==> src/rtl/execute_stage.sv <==
// Y86-64 execute stage: ALU, condition codes, branch/cmov condition, E->M register.
// Optional EXEC_PERF_EN adds perf_ops and perf_jmp_nt event counters.
module execute_stage #(
    parameter int         WORD  = 64,
    parameter logic [3:0] RNONE = 4'hF
) (
    input  logic            clk,
    input  logic            reset,
    input  logic [2:0]      E_stat,
    input  logic [3:0]      E_icode,
    input  logic [3:0]      E_ifun,
    input  logic [WORD-1:0] E_valC,
    input  logic [WORD-1:0] E_valA,
    input  logic [WORD-1:0] E_valB,
    input  logic [3:0]      E_dstE,
    input  logic [3:0]      E_dstM,
    input  logic [2:0]      m_stat,
    input  logic [2:0]      W_stat,
    input  logic            M_bubble,
    output logic [WORD-1:0] e_valE,
    output logic [3:0]      e_dstE,
    output logic            e_Cnd,
    output logic [2:0]      M_stat,
    output logic [3:0]      M_icode,
    output logic            M_Cnd,
    output logic [WORD-1:0] M_valE,
    output logic [WORD-1:0] M_valA,
    output logic [3:0]      M_dstE,
    output logic [3:0]      M_dstM,
    output logic [2:0]      cc
`ifdef EXEC_PERF_EN
    ,
    output logic [31:0]     perf_ops,
    output logic [31:0]     perf_jmp_nt
`endif
);

    localparam logic [WORD-1:0] EIGHT = WORD'(8);

    logic [WORD-1:0] alu_a;
    logic [WORD-1:0] alu_b;
    logic [WORD-1:0] alu_res;
    logic [3:0]      alu_fun;
    logic            zf_n;
    logic            sf_n;
    logic            of_n;
    logic            set_cc;
    logic            cond;
    logic            zf;
    logic            sf;
    logic            of;

    always_comb begin
        alu_a = '0;
        case (E_icode)
            4'h2, 4'h6:       alu_a = E_valA;
            4'h3, 4'h4, 4'h5: alu_a = E_valC;
            4'h8, 4'hA:       alu_a = '0 - EIGHT;
            4'h9, 4'hB:       alu_a = EIGHT;
            default:          alu_a = '0;
        endcase
    end

    always_comb begin
        alu_b = '0;
        case (E_icode)
            4'h4, 4'h5, 4'h6, 4'h8,
            4'h9, 4'hA, 4'hB: alu_b = E_valB;
            default:          alu_b = '0;
        endcase
    end

    assign alu_fun = (E_icode == 4'h6) ? E_ifun : 4'h0;

    always_comb begin
        alu_res = '0;
        of_n    = 1'b0;
        case (alu_fun)
            4'h0: begin
                alu_res = alu_b + alu_a;
                of_n    = (alu_a[WORD-1] == alu_b[WORD-1])
                       && (alu_res[WORD-1] != alu_a[WORD-1]);
            end
            4'h1: begin
                alu_res = alu_b - alu_a;
                of_n    = (alu_a[WORD-1] != alu_b[WORD-1])
                       && (alu_res[WORD-1] != alu_b[WORD-1]);
            end
            4'h2:    alu_res = alu_b & alu_a;
            4'h3:    alu_res = alu_b ^ alu_a;
            default: alu_res = '0;
        endcase
    end

    assign zf_n   = (alu_res == '0);
    assign sf_n   = alu_res[WORD-1];
    assign e_valE = alu_res;

    // A faulting instruction further down the pipe must not see later flags.
    assign set_cc = (E_icode == 4'h6)
                 && !(m_stat inside {3'd2, 3'd3, 3'd4})
                 && !(W_stat inside {3'd2, 3'd3, 3'd4});

    assign zf = cc[2];
    assign sf = cc[1];
    assign of = cc[0];

    always_comb begin
        cond = 1'b0;
        case (E_ifun)
            4'h0:    cond = 1'b1;
            4'h1:    cond = (sf ^ of) | zf;
            4'h2:    cond = sf ^ of;
            4'h3:    cond = zf;
            4'h4:    cond = ~zf;
            4'h5:    cond = ~(sf ^ of);
            4'h6:    cond = ~(sf ^ of) & ~zf;
            default: cond = 1'b0;
        endcase
    end

    assign e_Cnd  = (E_icode == 4'h2 || E_icode == 4'h7) ? cond : 1'b0;
    assign e_dstE = (E_icode == 4'h2 && !e_Cnd) ? RNONE : E_dstE;

    always_ff @(posedge clk) begin
        if (reset) begin
            cc <= 3'b100;
        end else if (set_cc) begin
            cc <= {zf_n, sf_n, of_n};
        end
    end

    always_ff @(posedge clk) begin
        if (reset || M_bubble) begin
            M_stat  <= 3'd1;
            M_icode <= 4'h1;
            M_Cnd   <= 1'b0;
            M_valE  <= '0;
            M_valA  <= '0;
            M_dstE  <= RNONE;
            M_dstM  <= RNONE;
        end else begin
            M_stat  <= E_stat;
            M_icode <= E_icode;
            M_Cnd   <= e_Cnd;
            M_valE  <= e_valE;
            M_valA  <= E_valA;
            M_dstE  <= e_dstE;
            M_dstM  <= E_dstM;
        end
    end

`ifdef EXEC_PERF_EN
    always_ff @(posedge clk) begin
        if (reset) begin
            perf_ops    <= '0;
            perf_jmp_nt <= '0;
        end else begin
            if (set_cc)
                perf_ops <= perf_ops + 32'd1;
            if (E_icode == 4'h7 && !e_Cnd && !M_bubble)
                perf_jmp_nt <= perf_jmp_nt + 32'd1;
        end
    end
`endif

endmodule

==> config.mk <==
export PLATFORM = sky130hd
export DESIGN_NAME = execute_stage
export DESIGN_NICKNAME = d
export VERILOG_FILES = /design/src/rtl/execute_stage.sv
export SDC_FILE = /design/constraint.sdc
export NUM_CORES = 1
export LEC_CHECK = 0
export BUFFER_PORTS_ARGS = -buffer_cell sky130_fd_sc_hd__buf_2
export CAP_MARGIN = 40
export CELL_PAD_IN_SITES_DETAIL_PLACEMENT = 1
export CELL_PAD_IN_SITES_GLOBAL_PLACEMENT = 2
export CORE_MARGIN = 2
export CORE_UTILIZATION = 32
export DETAILED_ROUTE_END_ITERATION = 10
export GPL_ROUTABILITY_DRIVEN = 0
export HOLD_SLACK_MARGIN = 0.03
export PLACE_DENSITY_LB_ADDON = 0.1
export SLEW_MARGIN = 20
export SYNTH_ARGS = -nofsm -noshare
export SYNTH_HDL_FRONTEND = slang
export SYNTH_SLANG_ARGS = --single-unit
==> constraint.sdc <==
create_clock -name clk -period 16 [get_ports clk]
set_input_delay 1.6 -clock clk [delete_from_list [all_inputs] [get_ports clk]]
set_output_delay 1.6 -clock clk [all_outputs]
set_load 0.005 [all_outputs]
==> flow_summary.toml, run 1 <==
[drt]
initialDrtViolationCount = 2016
routed_wl_um = 92400
avgViaCountPerCell = 6.12
vias = 20047
routedWlPerCell_um = 28.2
met3_length_um = 6960
met1_length_um = 38900
ant_nets = 0
drt_first_pass_iters = 6
drc_errors = 0
top_layer_used = "met5"
wl_met2_um = 42300

[synth]
synth_top_area_share_pct = 18.4
yosysSeqAreaShare_pct = 18.4
yosysTopAreaCell = "dfxtp_1"
avgSynthCellArea_um2 = 7.11
ys_warn_count = 0
synth_edf_count = 0
synth-async-reset-ratio_pct = 0
synth_nets = 2602
yosys-top-cells-area = "dfxtp_1 (18%), ha_1 (10%), and2_1 (6.7%)"
synth.distinct_cells = 95
syn_inst = 2247
ys_seq_elements = 147
synth_area_um2 = 16000
ys_dominant_reg_cell = "dfxtp_1"

[floorplan]
dieWidth_um = 227
fp-row-count = 81
chipHeight_um = 227
pin_count = 436
design.core.area_um2 = 49200
start_util_pct = 32.5
dieArea_um2 = 51700

[worst_setup_path]
path_delay_family = "compound AO/OA/AOI/OAI gates"
timing.critical_path.required_ns = 14.40
crit_path_max_fanout = 38
crit_chain = "buf_2, nand3b_1, a21oi_4, buf_4, a221oi_1, ha_1, o211ai_1, a21oi_1, o21ai_0, o31ai_1, a41oi_1, a31oi_1, o31ai_1, buf_2, o31ai_1, a311oi_1, a221o_1, mux2i_1, o21ai_1, buf_2"
cp_slowest_cell = "o31ai_1"
worstReg2RegEnd = "M_dstE[2]"
critical_path_class = "primary input to output port"
worst_path_largest_cell_delay_ns = 0.80
reg2reg_slack_ns = 13.98
worst-path-buf-inv = 4
start_kind = "primary input"
cp-end-kind = "output port"
arrival_ns = 7.86
reg2reg_depth = 7
reg2reg_from = "cc[1]"

[timing]
fin_skew_ns = 0.00821
min_period_over_period_pct = 59.1
grt_setup_unrepaired = "false"
slew_headroom_pct = 29.7
worst_pin_slew_ns = 1.05
tns_ns = 0
final.min_clock_period_ns = 9.46
final_max_slew_viol_count = 0
fmax_ghz = 0.106
setup_viol = 0
hold_violations = 0

[layout]
synthToLayoutAreaGrowth_pct = 21.6
stdcell_count = 3276
nFillCells = 6312
drive_gt1_share_pct = 21.6
nets = 2951
fin_util_pct = 39.5

[hold_path]
hp-class = "register to register"
min_from = "cc[0]"
whs_path_depth = 2
hold_end = "cc[0]"

[place]
placedCellCount = 3235
dp_hpwl_um = 73500
io_buffers = 435

[clocking]
cts_setup_buffers = 0
htreeDepth = 4
cts-resized-gates = 0
cts_root_buf = "clkbuf_16"
cts.path.max_buffers = 2
postCtsHoldBufs = 0
cts.sinks = 147
cts_buffers = 17
cts_tree = "done"
cts.clk_slew.worst_paths_ns = 0.07
insertion_delay_ns = 0.50

[global_routing]
grt_pass1_vias = 19820
overflow = 0
grt_max_degree = 55
grt.total_usage_pct = 34.9
grt_pass1_wl_um = 133000
antenna_found_initial = 5

[job]
max_cap_violations = 0

[power_and_ir_drop]
p_leak_uw = 0.00917
ir_worst_vdd_uv = 60.8
power.density_nw_per_um2 = 81.0

[run_status]
status = "finished, final reports clean"
[cells by family (layout without fill, tap and decap cells)]
| kind of cell | count (synthesis) | in the layout | synth area share (%) |
|---|---|---|---|
| and+or+nand+nor | 845 | 845 | 27.3 |
| AOI/OAI and AO/OA | 761 | 761 | 33.3 |
| buffers and inverters | 312 | 674 | 7.53 |
| DFF | 147 | 147 | 18.4 |
| adders and majority gates | 139 | 139 | 10.9 |
| xor gates and xnor gates | 28 | 28 | 1.53 |
| muxes | 15 | 15 | 0.955 |
| other | 0 | 3 | 0 |
[power by group]
part | internal [µW] | leakage (µW) | switching (µW)
clock network | 211 | 0.000289 | 225
logic | 250 | 0.00767 | 497
registers | 385 | 0.00121 | 5.34
[worst max path at each step]
| stage | startpoint | to | slack (ns) | depth (start not counted) |
|---|---|---|---|---|
| after floorplan | E_icode[0] | e_valE[56] | 8.35 | 19 |
| after global placement | E_icode[0] | e_valE[61] | 6.27 | 18 |
| after detailed placement | E_icode[3] | e_valE[63] | 6.55 | 19 |
| after CTS | E_icode[3] | e_valE[63] | 6.54 | 19 |
| after global routing | E_icode[3] | e_valE[55] | 6.11 | 19 |
| final | E_icode[0] | e_valE[63] | 6.54 | 20 |
[per-stage QoR]
stage	worst slack (ns)	hold WS, ns	power, µW	instance area (µm²)
2_1_floorplan	8.35	0.486	833	16000
3_3_place_gp	6.27	0.485	1110	18700
3_5_place_dp	6.55	0.498	1120	18800
4_1_cts	6.54	0.507	1560	19400
5_1_grt	6.11	0.550	1650	19400
6_report	6.54	0.506	1570	19400
[tightest hold or removal path, stage by stage, from the launching register on]
cell and delay [ns]:
dfxtp_1 0.33, inv_1 0.06, a221oi_1 0.06
[cell usage after synthesis, types with 12 or more instances]
library cell  count
a21oi_1         200
and2_1          172
nor2_1          172
nand2_1         168
inv_1           167
dfxtp_1         147
ha_1            133
clkbuf_1        110
o21ai_0          92
a221oi_1         76
nand3_1          62
nor3_1           60
nand4_1          35
a31oi_1          32
a211oi_1         30
o21bai_1         30
o211ai_1         29
a21o_1           28
nor4_1           28
o31ai_1          28
nor2b_1          24
and3_1           22
or3_1            22
nand2b_1         21
xnor2_1          19
buf_2            17
a22oi_1          15
or4_1            15
a211o_1          13
buf_1            13
mux2i_1          13
o221ai_1         13
o22ai_1          12
or2_2            12
[registers in the layout (all words and copies together), names as in the netlist]
register  flops
M_valE       64
M_dstE        4
M_icode       4
M_dstM        4
cc            3
M_Cnd         1
M_valA       64
M_stat        3
[layout make-up]
| class | count | area, µm² | area share (%) |
|---|---|---|---|
| multi-input combinational | 1788 | 11900 | 61.3 |
| sequential | 147 | 2940 | 15.2 |
| timing repair buffer | 472 | 2490 | 12.8 |
| tap | 664 | 831 | 4.28 |
| inverter | 170 | 638 | 3.29 |
| clock buffer | 17 | 425 | 2.19 |
| clock inverter | 15 | 184 | 0.947 |
| antenna | 3 | 7.51 | 0.0386 |
[metal layers]
layer  GRT usage, %  vias up
li1               -     8971
met1           44.5     9942
met2           56.8      942
met3           6.47      190
met4           16.4        2
met5              0        -
[placed cells by master, fill, tap and decap left out, drive strengths merged, types with 19 or more instances in the layout]
cell type | synthesis | routed
nor4 | 28 | 28
nand3 | 62 | 62
o31ai | 29 | 29
xnor2 | 19 | 19
nand2 | 168 | 168
inv | 167 | 173
dfxtp | 147 | 147
a21oi | 201 | 201
nor2 | 174 | 174
a221oi | 76 | 76
nand4 | 35 | 35
nor2b | 24 | 24
ha | 133 | 133
and2 | 172 | 172
a31oi | 33 | 33
and3 | 22 | 22
a211oi | 32 | 32
o211ai | 31 | 31
a21o | 28 | 28
o21bai | 30 | 30
buf | 32 | 470
or3 | 22 | 22
clkbuf | 110 | 19
nor3 | 60 | 60
nand2b | 22 | 22
o21ai | 101 | 101
Power figures use the tool's default switching activity.
==> inputs of run 2 (changes only) <==
Settings changed: ABC_AREA from default to 1, CORE_UTILIZATION 32 to 24.
Clock period 16 ns to 8.3 ns, I/O delays scaled along.
==> run 2 against run 1 <==
Hold slack improved by 0.055 ns. Sequential power rose by 94%. Count of clock-buffer cells in the layout rose by 1. Setup slack got worse by 5.2 ns. Via count rose by 15%. Total power rose by 110%. Critical path type unchanged. Critical endpoint is now e_valE[26]. Largest cell class unchanged.
==> flow_summary.toml, run 2 <==
[drt]
ant_nets = 0
avgViaCountPerCell = 5.15
routed_wl_um = 119000
met1_length_um = 57300
met3_length_um = 9290
initialDrtViolationCount = 2151
wl_met2_um = 49700
vias = 22990
top_layer_used = "met5"
routedWlPerCell_um = 26.7
drt_first_pass_iters = 5
drc_errors = 0

[global_routing]
antenna_found_initial = 8
grt_pass1_vias = 22945
overflow = 0
grt.total_usage_pct = 31.4
grt_max_degree = 61
grt_pass1_wl_um = 167000

[synth]
avgSynthCellArea_um2 = 5.48
synth_nets = 3483
yosys-top-cells-area = "dfxtp_1 (17%), nand2_1 (16%), inv_1 (13%)"
synth_area_um2 = 17100
synth_edf_count = 0
yosysSeqAreaShare_pct = 17.2
syn_inst = 3128
ys_dominant_reg_cell = "dfxtp_1"
synth_top_area_share_pct = 17.2
synth.distinct_cells = 51
synth_common_cells = "nand2_1 (739), inv_1 (599), nor2_1 (514)"
ys_warn_count = 0
synth-async-reset-ratio_pct = 0
yosysTopAreaCell = "dfxtp_1"
ys_seq_elements = 147
yosysMostFrequentCell = "nand2_1"

[clocking]
cts_tree = "done"
cts-resized-gates = 0
cts_buffers = 17
cts_root_buf = "clkbuf_16"
cts.clk_slew.worst_paths_ns = 0.07
cts_setup_buffers = 0
postCtsHoldBufs = 0
cts.sinks = 147
cts.path.max_buffers = 2
insertion_delay_ns = 0.44
htreeDepth = 4

[layout]
seq_area_um2 = 2940
drive_gt1_share_pct = 15.6
nFillCells = 9474
mostFrequentLayoutCells = "nand2_1 (738), inv_1 (599), nor2_1 (510)"
final_common_cell = "nand2_1"
stdcell_count = 4465
stdcell_area_um2 = 21000
multi_input_area_um2 = 11500
top_regs = "M_valA: 64 flops, M_valE: 64 flops"
synthToLayoutAreaGrowth_pct = 22.4
nets = 3864

[worst_setup_path]
reg2reg_from = "cc[1]"
timing.critical_path.required_ns = 7.47
start_kind = "primary input"
reg2reg_depth = 7
arrival_ns = 6.13
cp-end-kind = "output port"
critical_path_class = "primary input to output port"
worstReg2RegEnd = "M_dstE[3]"
reg2reg_slack_ns = 6.66
crit_path_max_fanout = 35

[hold_path]
hold_end = "M_dstM[3]"
min_from = "E_dstM[3]"
hp-class = "primary input to register"
whs_path_depth = 2

[floorplan]
start_util_pct = 24.3
dieArea_um2 = 73500
chipHeight_um = 271
fp-row-count = 97
dieWidth_um = 271
design.core.area_um2 = 70400
pin_count = 436

[run_status]
status = "finished, final reports clean"

[place]
placed_area_um2 = 20400
io_buffers = 435
pre_cts_ws_ns = 1.54
placedCellCount = 4429
dp_hpwl_um = 103000

[timing]
final.setup.worst_slack_ns = 1.34
slew_headroom_pct = 27.5
worst_pin_slew_ns = 1.09
fin_skew_ns = 0.00160
final.min_clock_period_ns = 6.96
min_period_over_period_pct = 83.9
tns_ns = 0
final_max_slew_viol_count = 0
setup_viol = 0
hold_violations = 0
fmax_ghz = 0.144
grt_setup_unrepaired = "false"

[power_and_ir_drop]
power.density_nw_per_um2 = 154
p_leak_uw = 0.0120
ir_worst_vdd_uv = 140

[job]
max_cap_violations = 0
-- run 2: cell types whose count changed in the layout (fill, tap and decap cells not counted), sizes merged, moves of 29 or more --
cell,previous run,this run
inv,173,612
and2,172,2
nand2,168,745
nor3,60,26
nand3,62,274
o21ai,101,131
nor2,174,521
o211ai,31,2
-- run 2: metrics by stage --
step | utilization (%) | total power, µW | hold slack, ns
2_1_floorplan | - | 1640 | 0.541
3_3_place_gp | 28.9 | 2400 | 0.604
3_5_place_dp | 28.9 | 2410 | 0.609
4_1_cts | 29.8 | 3220 | 0.527
5_1_grt | 29.8 | 3410 | 0.541
6_report | 29.8 | 3240 | 0.561
-- run 2: area by class of cell --
type / instances / share of cell area [%]
repair buffers: 472 / 11.8
flip-flops and latches: 147 / 14.0
multi-input cells: 2263 / 54.8
diodes: 3 / 0.0358
well taps: 940 / 5.61
clock inverters: 14 / 0.704
inverters: 608 / 10.9
clock buffers: 18 / 2.09
-- run 2: worst max-delay path, stage by stage --
cell      delay (ns)
buf_2           0.17
nand2_1         0.12
nand2_1         0.10
nand2_1         0.10
inv_2           0.60
buf_4           0.42
a221oi_1        0.22
buf_4           0.24
ha_1            0.40
inv_1           0.17
a21oi_1         0.39
o21ai_0         0.22
a21oi_1         0.43
nand2_1         0.21
nand2_1         0.10
nand3_1         0.26
nor2_1          0.18
nor2_1          0.06
nor2_1          0.66
inv_1           0.08
buf_2           0.16
-- run 2: cells by family (layout without fill, tap and decap cells) --
family / count (synthesis) / in the layout / share of synthesized area [%]
fa+ha+maj: 135 / 135 / 9.95
compound gates: 466 / 466 / 16.2
other cells: 0 / 3 / 0
buf+inv: 718 / 1112 / 15.9
xor+xnor: 7 / 7 / 0.358
flops: 147 / 147 / 17.2
simple gates: 1655 / 1655 / 40.4
-- run 2: worst max-delay path by stage --
stage / startpoint / endpoint / cells past startpoint
after floorplan: E_icode[0] / e_valE[62] / 24
after global placement: E_icode[0] / e_valE[56] / 21
after detailed placement: E_icode[0] / e_valE[26] / 21
after CTS: E_icode[0] / e_valE[26] / 21
after global routing: E_icode[0] / e_valE[26] / 21
final: E_icode[0] / e_valE[26] / 21
-- run 2: routing by layer --
metal | vias up | track usage, %
li1 | 10650 | -
met1 | 11261 | 46.6
met2 | 954 | 47.2
met3 | 121 | 4.43
met4 | 4 | 7.71
met5 | - | 0
-- run 2: report_power, final --
group	switching, µW	internal [µW]	total, µW
Combinational	1240	449	1690
Clock	366	429	795
Sequential	13.3	742	756
